$ cat config.mk
export PLATFORM = sky130hd
export DESIGN_NAME = ef_dac_seq_ctrl
export DESIGN_NICKNAME = d
export VERILOG_FILES = /design/src/rtl/ef_dac_seq_ctrl.sv
export SDC_FILE = /design/constraint.sdc
export NUM_CORES = 1
export LEC_CHECK = 0
export ABC_AREA = 1
export CELL_PAD_IN_SITES_DETAIL_PLACEMENT = 1
export CELL_PAD_IN_SITES_GLOBAL_PLACEMENT = 2
export CORE_ASPECT_RATIO = 1.1
export CORE_MARGIN = 2
export CORE_UTILIZATION = 25
export CTS_CLUSTER_SIZE = 12
export DETAILED_ROUTE_END_ITERATION = 6
export PLACE_DENSITY_LB_ADDON = 0.1
export SETUP_SLACK_MARGIN = 0.5
export SLEW_MARGIN = 10
export SYNTH_ARGS = -nofsm -noshare
export SYNTH_HDL_FRONTEND = slang
export SYNTH_SLANG_ARGS = --single-unit
export TNS_END_PERCENT = 20
$ cat constraint.sdc
create_clock -name clk -period 3 [get_ports clk]
set_input_delay 0.9 -clock clk [delete_from_list [all_inputs] [get_ports clk]]
set_output_delay 0.9 -clock clk [all_outputs]
set_load 0.01 [all_outputs]
$ cat src/rtl/ef_dac_seq_ctrl.sv
// Resistor-string DAC sequencer: sample FIFO, sample-rate prescaler and
// RST strobe generator that latches dac_sel on the strobe's falling edge.
module ef_dac_seq_ctrl #(
    parameter int DW         = 10,
    parameter int FIFO_AW    = 4,
    parameter int CLKDIV_W   = 16,
    parameter int RST_CYCLES = 2
) (
    input  logic                clk,
    input  logic                rst_n,
    input  logic                en,
    input  logic [CLKDIV_W-1:0] clkdiv,
    input  logic                repeat_last,
    input  logic                flush,
    input  logic [DW-1:0]       in_data,
    input  logic                in_valid,
    output logic                in_ready,
    output logic [DW-1:0]       dac_sel,
    output logic                dac_rst,
    output logic                dac_en,
    output logic [FIFO_AW:0]    fifo_level,
    output logic                underflow,
    output logic                update_done
);

    localparam int DEPTH = 2 ** FIFO_AW;
    localparam int PCW   = (RST_CYCLES > 1) ? $clog2(RST_CYCLES) : 1;
    localparam logic [FIFO_AW:0] FULL_LVL  = (FIFO_AW + 1)'(DEPTH);
    localparam logic [PCW-1:0]   PCNT_INIT = PCW'(RST_CYCLES - 1);

    typedef enum logic {
        IDLE,
        PULSE
    } state_t;

    state_t               state_q, state_d;
    logic [CLKDIV_W-1:0]  cnt_q, cnt_d;
    logic [PCW-1:0]       pcnt_q, pcnt_d;
    logic [DW-1:0]        dac_sel_q, dac_sel_d;
    logic                 dac_rst_q, dac_rst_d;
    logic                 dac_en_q;
    logic                 underflow_q, underflow_d;
    logic                 update_done_q, update_done_d;
    logic [FIFO_AW-1:0]   wr_ptr_q, wr_ptr_d;
    logic [FIFO_AW-1:0]   rd_ptr_q, rd_ptr_d;
    logic [FIFO_AW:0]     level_q, level_d;
    logic [DW-1:0]        mem_q [DEPTH];

    logic tick;
    logic push;
    logic pop;
    logic uf_set;
    logic fifo_avail;

    assign in_ready = (level_q != FULL_LVL);

    always_comb begin
        tick       = en && (cnt_q == clkdiv);
        cnt_d      = (!en || tick) ? '0 : cnt_q + 1'b1;
        // flush makes the FIFO look empty for this cycle, so no pop can race it
        fifo_avail = (level_q != '0) && !flush;
        push       = in_valid && in_ready && !flush;

        pop           = 1'b0;
        uf_set        = 1'b0;
        state_d       = state_q;
        pcnt_d        = pcnt_q;
        dac_sel_d     = dac_sel_q;
        dac_rst_d     = dac_rst_q;
        update_done_d = 1'b0;

        case (state_q)
            IDLE: begin
                if (tick) begin
                    if (fifo_avail) begin
                        pop       = 1'b1;
                        dac_sel_d = mem_q[rd_ptr_q];
                        dac_rst_d = 1'b1;
                        pcnt_d    = PCNT_INIT;
                        state_d   = PULSE;
                    end else if (repeat_last) begin
                        dac_rst_d = 1'b1;
                        pcnt_d    = PCNT_INIT;
                        state_d   = PULSE;
                    end else if (!flush) begin
                        uf_set = 1'b1;
                    end
                end
            end
            PULSE: begin
                if (pcnt_q == '0) begin
                    dac_rst_d     = 1'b0;
                    update_done_d = 1'b1;
                    state_d       = IDLE;
                end else begin
                    pcnt_d = pcnt_q - 1'b1;
                end
            end
            default: state_d = IDLE;
        endcase

        underflow_d = flush ? 1'b0 : (underflow_q | uf_set);

        wr_ptr_d = wr_ptr_q;
        rd_ptr_d = rd_ptr_q;
        level_d  = level_q;
        if (flush) begin
            wr_ptr_d = '0;
            rd_ptr_d = '0;
            level_d  = '0;
        end else begin
            if (push) wr_ptr_d = wr_ptr_q + 1'b1;
            if (pop)  rd_ptr_d = rd_ptr_q + 1'b1;
            if (push && !pop)      level_d = level_q + 1'b1;
            else if (pop && !push) level_d = level_q - 1'b1;
        end
    end

    always_ff @(posedge clk or negedge rst_n) begin
        if (!rst_n) begin
            state_q       <= IDLE;
            cnt_q         <= '0;
            pcnt_q        <= '0;
            dac_sel_q     <= '0;
            dac_rst_q     <= 1'b0;
            dac_en_q      <= 1'b0;
            underflow_q   <= 1'b0;
            update_done_q <= 1'b0;
            wr_ptr_q      <= '0;
            rd_ptr_q      <= '0;
            level_q       <= '0;
        end else begin
            state_q       <= state_d;
            cnt_q         <= cnt_d;
            pcnt_q        <= pcnt_d;
            dac_sel_q     <= dac_sel_d;
            dac_rst_q     <= dac_rst_d;
            dac_en_q      <= en;
            underflow_q   <= underflow_d;
            update_done_q <= update_done_d;
            wr_ptr_q      <= wr_ptr_d;
            rd_ptr_q      <= rd_ptr_d;
            level_q       <= level_d;
        end
    end

    always_ff @(posedge clk) begin
        if (push) mem_q[wr_ptr_q] <= in_data;
    end

    assign dac_sel     = dac_sel_q;
    assign dac_rst     = dac_rst_q;
    assign dac_en      = dac_en_q;
    assign fifo_level  = level_q;
    assign underflow   = underflow_q;
    assign update_done = update_done_q;

endmodule

# Word level (Yosys, flattened, before mapping)

Memory sizes are Yosys's and may differ from the RTL's. A register that Yosys moved wholly into a read port is not among the register bits.
Cells that the tools add are included.

Register bits: 35
Bits in writable memories: 160
Input bits: 32
Output and inout port bits: 20
Memories: 1

Add/subtract/negate cells: 6
Equal/unequal tests: 5
Multiplexer cells: 33
Bitwise operators: 2
Reductions and logical operators: 19

Memories:

| name  | words | width | read ports | clocked after Yosys merged registers in | write ports | RTL line | RTL |
|---|---|---|---|---|---|---|---|
| mem_q | 16    | 10    | 1          | 1                                       | 1           | 47       | `logic [DW-1:0] mem_q [DEPTH];` |

Operators with widths:

| cell                  | count |
|---|---|
| $mux 1                | 22 |
| $add 16x1->16 const B | 1 |
| $eq 16x16->1          | 1 |
| $mux 16               | 1 |
| $mux 4                | 4 |
| $mux 5                | 3 |
| $add 4x1->4 const B   | 2 |
| $logic_and 1x1->1     | 6 |
| $pmux 1 s2            | 3 |
| $reduce_and 3->1      | 2 |
| $add 5x1->5 const B   | 1 |
| $logic_not 1->1       | 5 |
| $ne 5x5->1 const B    | 1 |
| $reduce_bool 5->1     | 1 |
| $sub 5x1->5 const B   | 1 |
| $ne 2x2->1 const B    | 2 |
| $reduce_bool 2->1     | 2 |
| $ne 3x3->1 const B    | 1 |
| $reduce_bool 3->1     | 1 |
| $reduce_and 2->1      | 1 |
| $logic_or 1x1->1      | 1 |
| $not 1->1             | 1 |
| $or 1x1->1            | 1 |
| $sub 1x1->1 const B   | 1 |

# Longest topological paths before layout

Gate-level depths: netlist (run 1).

Word-level depth: 9
Gate-level depth with buffers: 19

# Least setup slack after synthesis (run 1)

No wires, ideal clock.

Kind: input -> register
From: input clkdiv[15]
To: register level_q[4] (netlist: fifo_level[4])
Arrival time: 2.629 ns
Path slack: 0.254 ns
Stages on the path: 16
Buffers on the path: 0
Path through: xnor2_1 > nand2_1 > nor2_1 > nand2_2 > nor2_4 > nand3_4 > nand2_4 > ha_1 > a21oi_1 > nand2_1 > xor2_1 > inv_1 > nand2_1 > nand2_1 > nand2_1 > nand2_1

Word-level cells in the longest chain between the ends: 8
Elaborated cells on any way between the ends: 10

RTL lines:

| element                | RTL line | RTL |
|---|---|---|
| start: declaration     | 12       | `input logic [CLKDIV_W-1:0] clkdiv,` |
| $eq 16x16->1 (*)       | 58       | `tick = en && (cnt_q == clkdiv);` |
| $logic_and 1x1->1 (*)  | 58       |  |
| $mux 1 (*)             | 74       | `if (tick) begin` |
| $mux 1 (*)             | 72       | `case (state_q)` |
| $logic_not 1->1        | 114      | `if (push && !pop) level_d = level_q + 1'b1;` |
| $logic_and 1x1->1      | 114      |  |
| $mux 5                 | 114      |  |
| $mux 5                 | 107      | `if (flush) begin` |
| end signal: assignment | 143      | `level_q <= level_d;` |
| end: declaration       | 46       | `logic [FIFO_AW:0] level_q, level_d;` |

Mark *: on every way between the ends. The rest lies on a longest branch, timed or not.
A chain may end at the register's enable or synchronous reset.

# Worst setup path after layout (run 1)

From: register level_q[2] (netlist: fifo_level[2])
To: output in_ready

Word-level cells in the longest chain between the ends: 1

RTL lines:

| element          | RTL line | RTL |
|---|---|---|
| $ne 5x5->1       | 55       | `assign in_ready = (level_q != FULL_LVL);` |
| end: declaration | 17       | `output logic in_ready,` |

No other way between the ends.

==> run metrics, run 1 <==
DP HPWL=between 15000 and 20000 um; Initial Util=around a quarter; Syn Area/Cell=~11 um^2; worst clock skew=0.006898 ns; worst rel slew slack=a little over half; Via density=~4.6; power density cells=slightly above 600 nW/um^2; multi-input logic area=roughly 2500 um^2; post-route minimum period=2.443 ns; Clock Tree Root=clkbuf_16; Post-Synthesis Cell Area=8732 um^2; LEAKAGE=4.230 nW; Max Cap Viol=0; clk slew on worst S/H paths=around 0.060 ns; EDFF count, synth=between 150 and 200; layout cell share with drive strength beyond 1=16.56%; Ant. Diodes=0; count of cell types in the netlist=37; vias in the first global route=around 6700; GR Overflow Total=0; Post-Place Worst Slack=-0.4313 ns; Hold Path Class=input pin to async pin; required time worst endpoint=2.10 ns; number of synthesized register bits=about 210; total track usage=14.99%; RSZ-0062 raised after global routing=yes; Placeable Area=~34000 um^2; final wirelength=between 20000 and 30000 um; Final TNS setup=0 ns; Final Cycle Share=between 80% and 90%; H-Tree Depth=1; initial antenna violation count=0; area of all sequential standard cells=5937 um^2; Worst Setup Start Kind=register; commonest non-fill, non-tap cell in the layout=edfxtp_1; crit path kind=register to output port; post-synthesis net count=821; CTS Buf Count=25; initial DRC count=approximately 330; CTS Buffer Depth=3; Achievable Freq=0.4094 GHz; asr flop ratio synth=between 20 and 25%; status=completed; post-route setup slack=0.5572 ns; Least-Margin Pin Slew=0.7056 ns; VDD IR max=roughly 0.35 mV; # setup viols final=0; area grow syn2layout=27.12%; nets=between 900 and 1000; Pre-antenna DRT Iters=4; row count=71; io pins=between 50 and 60; final hold violation count=0; Hold Slack=around 0.44 ns; WP data arrival=between 1.5 and 2 ns; GPL Wtd Cong=just over 0.7; CP endpoint kind=output port; most frequent cells in the layout=edfxtp_1, nand2_1, nor2_1, o21ai_0, buf_4; DR vias=between 6000 and 7000; Warnings, synthesis=0; post-route ant nets=0; Final Max Slew Viols=0; Synth Instances=~780; global-route wire length before repair=40750 um; Die Wd=about 180 um; DIE AREA=~36000 um^2; number of buffers added on ports=51; Wirelength per Cell=just under 20 um; CTS tree=yes; largest net degree at the start of global routing=51; Final Instance Count excl. Fillers=roughly 1300; Max FO, Critical Path=5; drc violations=0; FILL cells=approximately 3800; Seq/Total Area, Yosys=67.92%; CTS Sinks=between 200 and 250; Inst Count DP=around 1300; clock latency on the worst-skew pair=about 0.50 ns; Die Height=roughly 200 um; Main synth FF type=edfxtp_1
[layer usage]
metal	up-vias	GRT usage (%)	share of wire, %	wire (um)
met5	-	0	0	0
met4	0	3.076	1.5	393
met3	26	2.195	5.1	1364
met2	106	26.75	49	13210
met1	3112	19.44	44	11720
li1	2947	-	-	-
[Yosys cell counts (7+ instances only)]
| library cell | n | area (um^2) |
|---|---|---|
| a21oi_1 | 26 | 130.1 |
| nand4_1 | 15 | 93.84 |
| o22ai_1 | 11 | 68.82 |
| xnor2_1 | 8 | 70.07 |
| clkbuf_1 | 23 | 86.33 |
| nand2_1 | 132 | 495.5 |
| nor2_1 | 100 | 375.4 |
| nand3_1 | 40 | 200.2 |
| ha_1 | 10 | 125.1 |
| edfxtp_1 | 160 | 4805 |
| inv_1 | 58 | 217.7 |
| a31oi_1 | 7 | 43.79 |
| o221ai_1 | 14 | 122.6 |
| o21ai_0 | 81 | 405.4 |
| dfrtp_1 | 45 | 1126 |
[timing repair]
action                                  CTS  global route
hold buffers                              0             0
buffers inserted                          3             1
endpoints found under the setup margin   13             6
resized for setup                        25            11
pin swaps                                13             8
[sequential cells by signal (all words and copies together) (netlist names)]
signal / flops
state_q: 1
dac_rst: 1
wr_ptr_q: 4
pcnt_q: 1
fifo_level: 5
update_done: 1
rd_ptr_q: 4
cnt_q: 16
underflow: 1
dac_sel: 10
dac_en: 1
mem_q: 160
[layout make-up]
class	count	share of cell area, %
clock inverter	7	0.8115
sequential	205	53.48
clock buffer	38	6.887
tap	438	4.937
multi-input combinational	477	22.78
inverter	66	2.412
timing repair buffer	113	8.690
[cell families after synthesis]
| kind of cell | count (synthesis) | synth area share [%] |
|---|---|---|
| simple gates | 306 | 15.17 |
| flops | 205 | 67.92 |
| compound gates | 148 | 9.600 |
| buf+inv | 96 | 4.442 |
| xor+xnor | 12 | 1.204 |
| fa+ha+maj | 11 | 1.662 |
[per-stage QoR]
stage	power (mW)	util [%]	area, um^2
after floorplan	3.426	-	8817
after global placement	3.671	29.70	10180
final	6.718	32.37	11100
after detailed placement	3.687	29.70	10180
after global routing	7.012	32.37	11100
after CTS	6.828	32.29	11070
[where the power goes]
| group | switching (mW) | total (mW) | internal (mW) |
|---|---|---|---|
| Clock | 1.16 | 3.08 | 1.92 |
| Sequential | 0.0469 | 3.16 | 3.12 |
| Combinational | 0.256 | 0.474 | 0.218 |
[critical path, cell delays in order, from the launching register on]
cell           delay, ns
dfrtp_2             0.47
nor2_1              0.16
nand3_1             0.11
dlygate4sd2_1       0.30
[worst paths after layout]
kind                       slack, ns             to  depth (start not counted)           from
max                             0.56       in_ready                          3  fifo_level[2]
min in group clk                0.47    update_done                          1         pcnt_q
min reg2reg                     0.47    update_done                          1         pcnt_q
max in group asynchronous       1.96  fifo_level[1]                          2          rst_n
min                             0.44      underflow                          1          rst_n
max reg2reg                     0.69  fifo_level[4]                         19       cnt_q[5]
Power figures use the tool's default switching activity.
==> inputs of run 2 (changes only) <==
Clock period 3 ns to 2.38 ns, I/O delays scaled along.
==> run 2 against run 1 <==
  * Die area unchanged
  * Core utilization up 1.9 points
  * Cell count up 2.5%
  * Critical path type is now input pin to register
  * Largest power group unchanged
==> run metrics, run 2 (synthesis gave the netlist of run 1 again) <==
Least-Margin Pin Slew=0.6982 ns; most frequent cells in the layout=edfxtp_1, nand2_1, nor2_1, o21ai_0, buf_4; Max Cap Viol=0; DP HPWL=17580 um; CTS Buf Count=25; initial DRC count=290; clock latency on the worst-skew pair=between 0.5 and 0.6 ns; hold_buf cts=0; Die Wd=around 180 um; busiest grt layer=met2; initial antenna violation count=0; global-route wire length before repair=between 40000 and 50000 um; CTS tree=yes; Worst Setup Start Kind=input pin; largest net degree at the start of global routing=93; status=completed; power density cells=731.7 nW/um^2; slowest stage cell, crit path=dlygate4sd2_1; post-route setup slack=0.1578 ns; row count=71; Clock Tree Root=clkbuf_16; Achievable Freq=0.4500 GHz; nets=roughly 960; clk slew on worst S/H paths=roughly 0.060 ns; met3 Use GR=approximately 2.0%; crit path kind=input pin to register; Initial Util=25.47%; VDD IR max=0.4476 mV; CTS Sinks=a little over 200; worst rel slew slack=a little over half; required time worst endpoint=2.79 ns; worst clock skew=around 0.0095 ns; layout cell share with drive strength beyond 1=about a quarter; Max stage delay on crit path=0.27 ns; RSZ-0062 raised after global routing=yes; area grow syn2layout=34.40%; Power, Total=between 8 and 9 mW; H-Tree Depth=1; CP endpoint kind=register; total track usage=approximately 15%; final hold violation count=0; Wirelength per Cell=roughly 19 um; Final TNS setup=0 ns; Hold Path Class=input pin to async pin; DIE AREA=36440 um^2; io pins=52; commonest non-fill, non-tap cell in the layout=edfxtp_1; Via density=approximately 4.6; Ant. Diodes=0; number of buffers added on ports=slightly above 50; met1 usage in global routing=between 10% and 20%; cell mode on critical path=nand2_1; # setup viols final=0; drc violations=0; WP data arrival=2.63 ns; final core utilization=roughly a third; max reg flops=between 150 and 200; post-route ant nets=0; worst-path cell chain=dlygate4sd2_1, inv_1, nand2_1, nand2_1, nand2_1, nor2_4, nand2_2, nor2_4, nand3_4, nand2_8, ha_4, a21oi_2, nand2_2, xor2_2, inv_1, nand2_1, nand2_1, nand2_1, nand2_1; DR vias=6279; final wirelength=~27000 um; LEAKAGE=roughly 4.7 nW; Pre-antenna DRT Iters=4; Final Cycle Share=between 90% and 100%; Post-Place Worst Slack=-0.8443 ns; Placeable Area=34290 um^2; GR Overflow Total=0; CTS Buffer Depth=3; post-route minimum period=approximately 2.2 ns; Max FO, Critical Path=6; M2 GR Usage=about a quarter; Top reg by flops=mem_q; Final Max Slew Viols=0; GPL Wtd Cong=between 0.7 and 0.8; Die Height=about 200 um; vias in the first global route=between 6000 and 7000; FF-to-FF setup slack=~0.19 ns
-- run 2: final timing paths --
path                            start  cells past startpoint       endpoint
setup / recovery           clkdiv[13]                     19  fifo_level[4]
hold / removal                  rst_n                      1  fifo_level[3]
setup reg to reg             cnt_q[4]                     19  fifo_level[4]
hold reg to reg                pcnt_q                      1    update_done
max in group asynchronous       rst_n                      2       cnt_q[2]
min in group clk               pcnt_q                      1    update_done
-- run 2: where the power goes --
| part | total, mW | internal [mW] | switching, mW |
|---|---|---|---|
| logic | 0.762 | 0.358 | 0.404 |
| clock network | 3.86 | 2.40 | 1.47 |
| registers | 3.96 | 3.93 | 0.0366 |
| total | 8.59 | 6.68 | 1.91 |
-- run 2: critical path, delay by kind of cell --
kind | cells | cell delay, ns
AND/OR/NAND/NOR | 13 | 1.03
buffers and inverters | 3 | 0.39
adder cells (fa/ha/maj) | 1 | 0.20
AO/OA/AOI/OAI | 1 | 0.15
XOR/XNOR | 1 | 0.15
-- run 2: cell type report --
cell class                 count  area (um^2)
fill                        3741        22550
sequential                   205         5939
multi-input combinational    477         2651
clock inverter                11        158.9
clock buffer                  34        669.4
inverter                      66        297.8
tap                          438        548.0
timing repair buffer         146         1471
-- run 2: what timing repair did --
action,CTS,global route
gates resized for setup,67,68
setup endpoints to repair,95,166
pin swaps,12,4
endpoints found under the hold margin,0,0
cloned,1,0
buffers inserted,12,4
-- run 2: stage by stage --
stage | hold slack, ns | cell area (um^2) | instances
2_1_floorplan | 0.4178 | 8820 | 778
3_3_place_gp | 0.4465 | 10490 | 1315
3_5_place_dp | 0.4739 | 10490 | 1315
4_1_cts | 0.1423 | 11510 | 1373
5_1_grt | 0.1543 | 11740 | 1377
6_report | 0.1458 | 11740 | 1377
-- run 2: routing by layer --
layer  share of wire (%)  vias up
li1                    -     3006
met1                  46     3144
met2                  49       90
met3                 3.0       39
met4                 2.3        0
met5                   0        -
==> inputs of run 3 (changes only) <==
Settings changed: CAP_MARGIN set to 10, SKIP_LAST_GASP set to 1.
==> run 3 against run 2 <==
  * Routed wire length is 0.34% lower
  * Register-to-register slack worse by 0.02 ns
  * Cell count did not move
  * Sequential share of layout area up 0.43 points
  * Hold slack improved by 0.00099 ns
  * Flip-flop and latch count did not move
  * Clock power is essentially flat
  * Core utilization decreased by 0.30 points
  * Highest routed layer unchanged
  * Sequential power about the same
  * Non-clock buffer count stayed put
  * Via count fell by 0.57%
  * Total power fell by 0.30%
==> run metrics, run 3 (synthesis gave the netlist of run 1 again) <==
R2R depth=19; nets=between 900 and 1000; Final Cycle Share=about 94%; layout cell share with drive strength beyond 1=between 20% and 30%; Achievable Freq=0.4476 GHz; drc violations=0; most frequent cells in the layout=edfxtp_1, nand2_1, nor2_1, o21ai_0, buf_4; CP endpoint kind=register; Power, Total=roughly 8.6 mW; terminus of the critical flop-to-flop path=fifo_level[4]; Wirelength per Cell=approximately 19 um; Hold Path Class=input pin to async pin; io pins=52; Worst Setup Start Kind=input pin; crit path kind=input pin to register; FF-to-FF setup slack=about 0.17 ns; GR Overflow Total=0; largest net degree at the start of global routing=93; LEAKAGE=roughly 4.7 nW; post-route ant nets=0; Max Cap Viol=0; required time worst endpoint=around 2.8 ns; number of buffers added on ports=51; worst rel slew slack=53.26%; global-route wire length before repair=around 41000 um; Least-Margin Pin Slew=around 0.7 ns; RSZ-0062 raised after global routing=yes; CTS Buffer Depth=3; initial antenna violation count=0; # setup viols final=0; final wirelength=26450 um; power density cells=736.1 nW/um^2; Final Max Slew Viols=0; CTS Sinks=between 200 and 250; Top reg by flops=mem_q; Die Wd=about 180 um; worst clock skew=0.009516 ns; FILL cells=approximately 3800; initial DRC count=274; row count=71; post-route minimum period=approximately 2.2 ns; Pre-antenna DRT Iters=4; Die Height=between 200 and 250 um; WP data arrival=about 2.6 ns; total track usage=~15%; commonest non-fill, non-tap cell in the layout=edfxtp_1; VDD IR max=~0.45 mV; Design Area, Final=11630 um^2; final core utilization=about a third; status=completed; Placeable Area=approximately 34000 um^2; Max FO, Critical Path=6; clock latency on the worst-skew pair=~0.52 ns; H-Tree Depth=1; Post-Place Worst Slack=-0.8443 ns; Via density=about 4.5; Clock Tree Root=clkbuf_16; area grow syn2layout=33.21%; CTS Buf Count=25; Hold Slack=about 0.15 ns; vias in the first global route=between 6000 and 7000; area of placed instances=roughly 10000 um^2; post-route setup slack=roughly 0.15 ns; clk slew on worst S/H paths=roughly 0.06 ns; Ant. Diodes=0; Initial Util=approximately a quarter; RR Startpoint=cnt_q[10]; final hold violation count=0; max reg flops=160; hold_buf cts=0; CTS tree=yes; GPL Wtd Cong=0.7843; DP HPWL=about 18000 um; DIE AREA=36440 um^2; DR vias=between 6000 and 7000
## run 3: area by class of cell
type | instances | area [um^2] | area share [%]
Sequential cell | 205 | 5937 | 51.04
Clock inverter | 11 | 158.9 | 1.366
Tap cell | 438 | 548.0 | 4.711
Inverter | 66 | 291.5 | 2.506
Timing Repair Buffer | 146 | 1450 | 12.47
Multi-Input combinational cell | 477 | 2577 | 22.16
Clock buffer | 34 | 669.4 | 5.755
## run 3: per-layer routing
layer / track usage, % / wire length [um] / vias up
met2: 26.10 / 12880 / 91
met5: 0 / 0 / -
li1: - / - / 3008
met1: 19.54 / 12130 / 3107
met4: 4.271 / 604 / 0
met3: 2.032 / 830 / 37
## run 3: metrics by stage
stage	instances	TNS, ns
CTS	1373	0
global placement	1315	-17.21
global route	1377	-0.05172
detailed placement	1315	-17.34
floorplan	778	-0.1177
finish	1377	0
## run 3: report_power, final
part           internal [mW]  switching (mW)  total, mW
registers               3.93          0.0364       3.96
clock network           2.40            1.46       3.86
logic                  0.348           0.392      0.740
total                   6.67            1.89       8.56
## run 3: worst max-delay path, cell delays in order
cell,delay [ns]
dlygate4sd2_1,0.27
inv_1,0.06
nand2_1,0.04
nand2_1,0.08
nand2_1,0.09
nor2_4,0.09
nand2_2,0.08
nor2_4,0.14
nand3_4,0.11
nand2_8,0.10
ha_4,0.21
a21oi_2,0.13
nand2_1,0.09
xor2_2,0.15
inv_1,0.06
nand2_1,0.07
nand2_1,0.05
nand2_1,0.06
nand2_1,0.05
## run 3: worst max path at each step
stage	start	end	slack, ns	cells past startpoint
after floorplan	clkdiv[5]	fifo_level[4]	-0.10	19
after global placement	clkdiv[5]	fifo_level[4]	-0.82	20
after detailed placement	clkdiv[5]	fifo_level[4]	-0.84	20
after CTS	cnt_q[4]	fifo_level[4]	0.11	19
after global routing	cnt_q[10]	fifo_level[4]	-0.04	19
final	clkdiv[13]	fifo_level[4]	0.15	19
## run 3: repair_timing
item / CTS / global route
pin swaps: 12 / 3
resized for setup: 67 / 35
gates cloned: 1 / 0
setup buffers: 12 / 4
setup endpoints to repair: 95 / 166
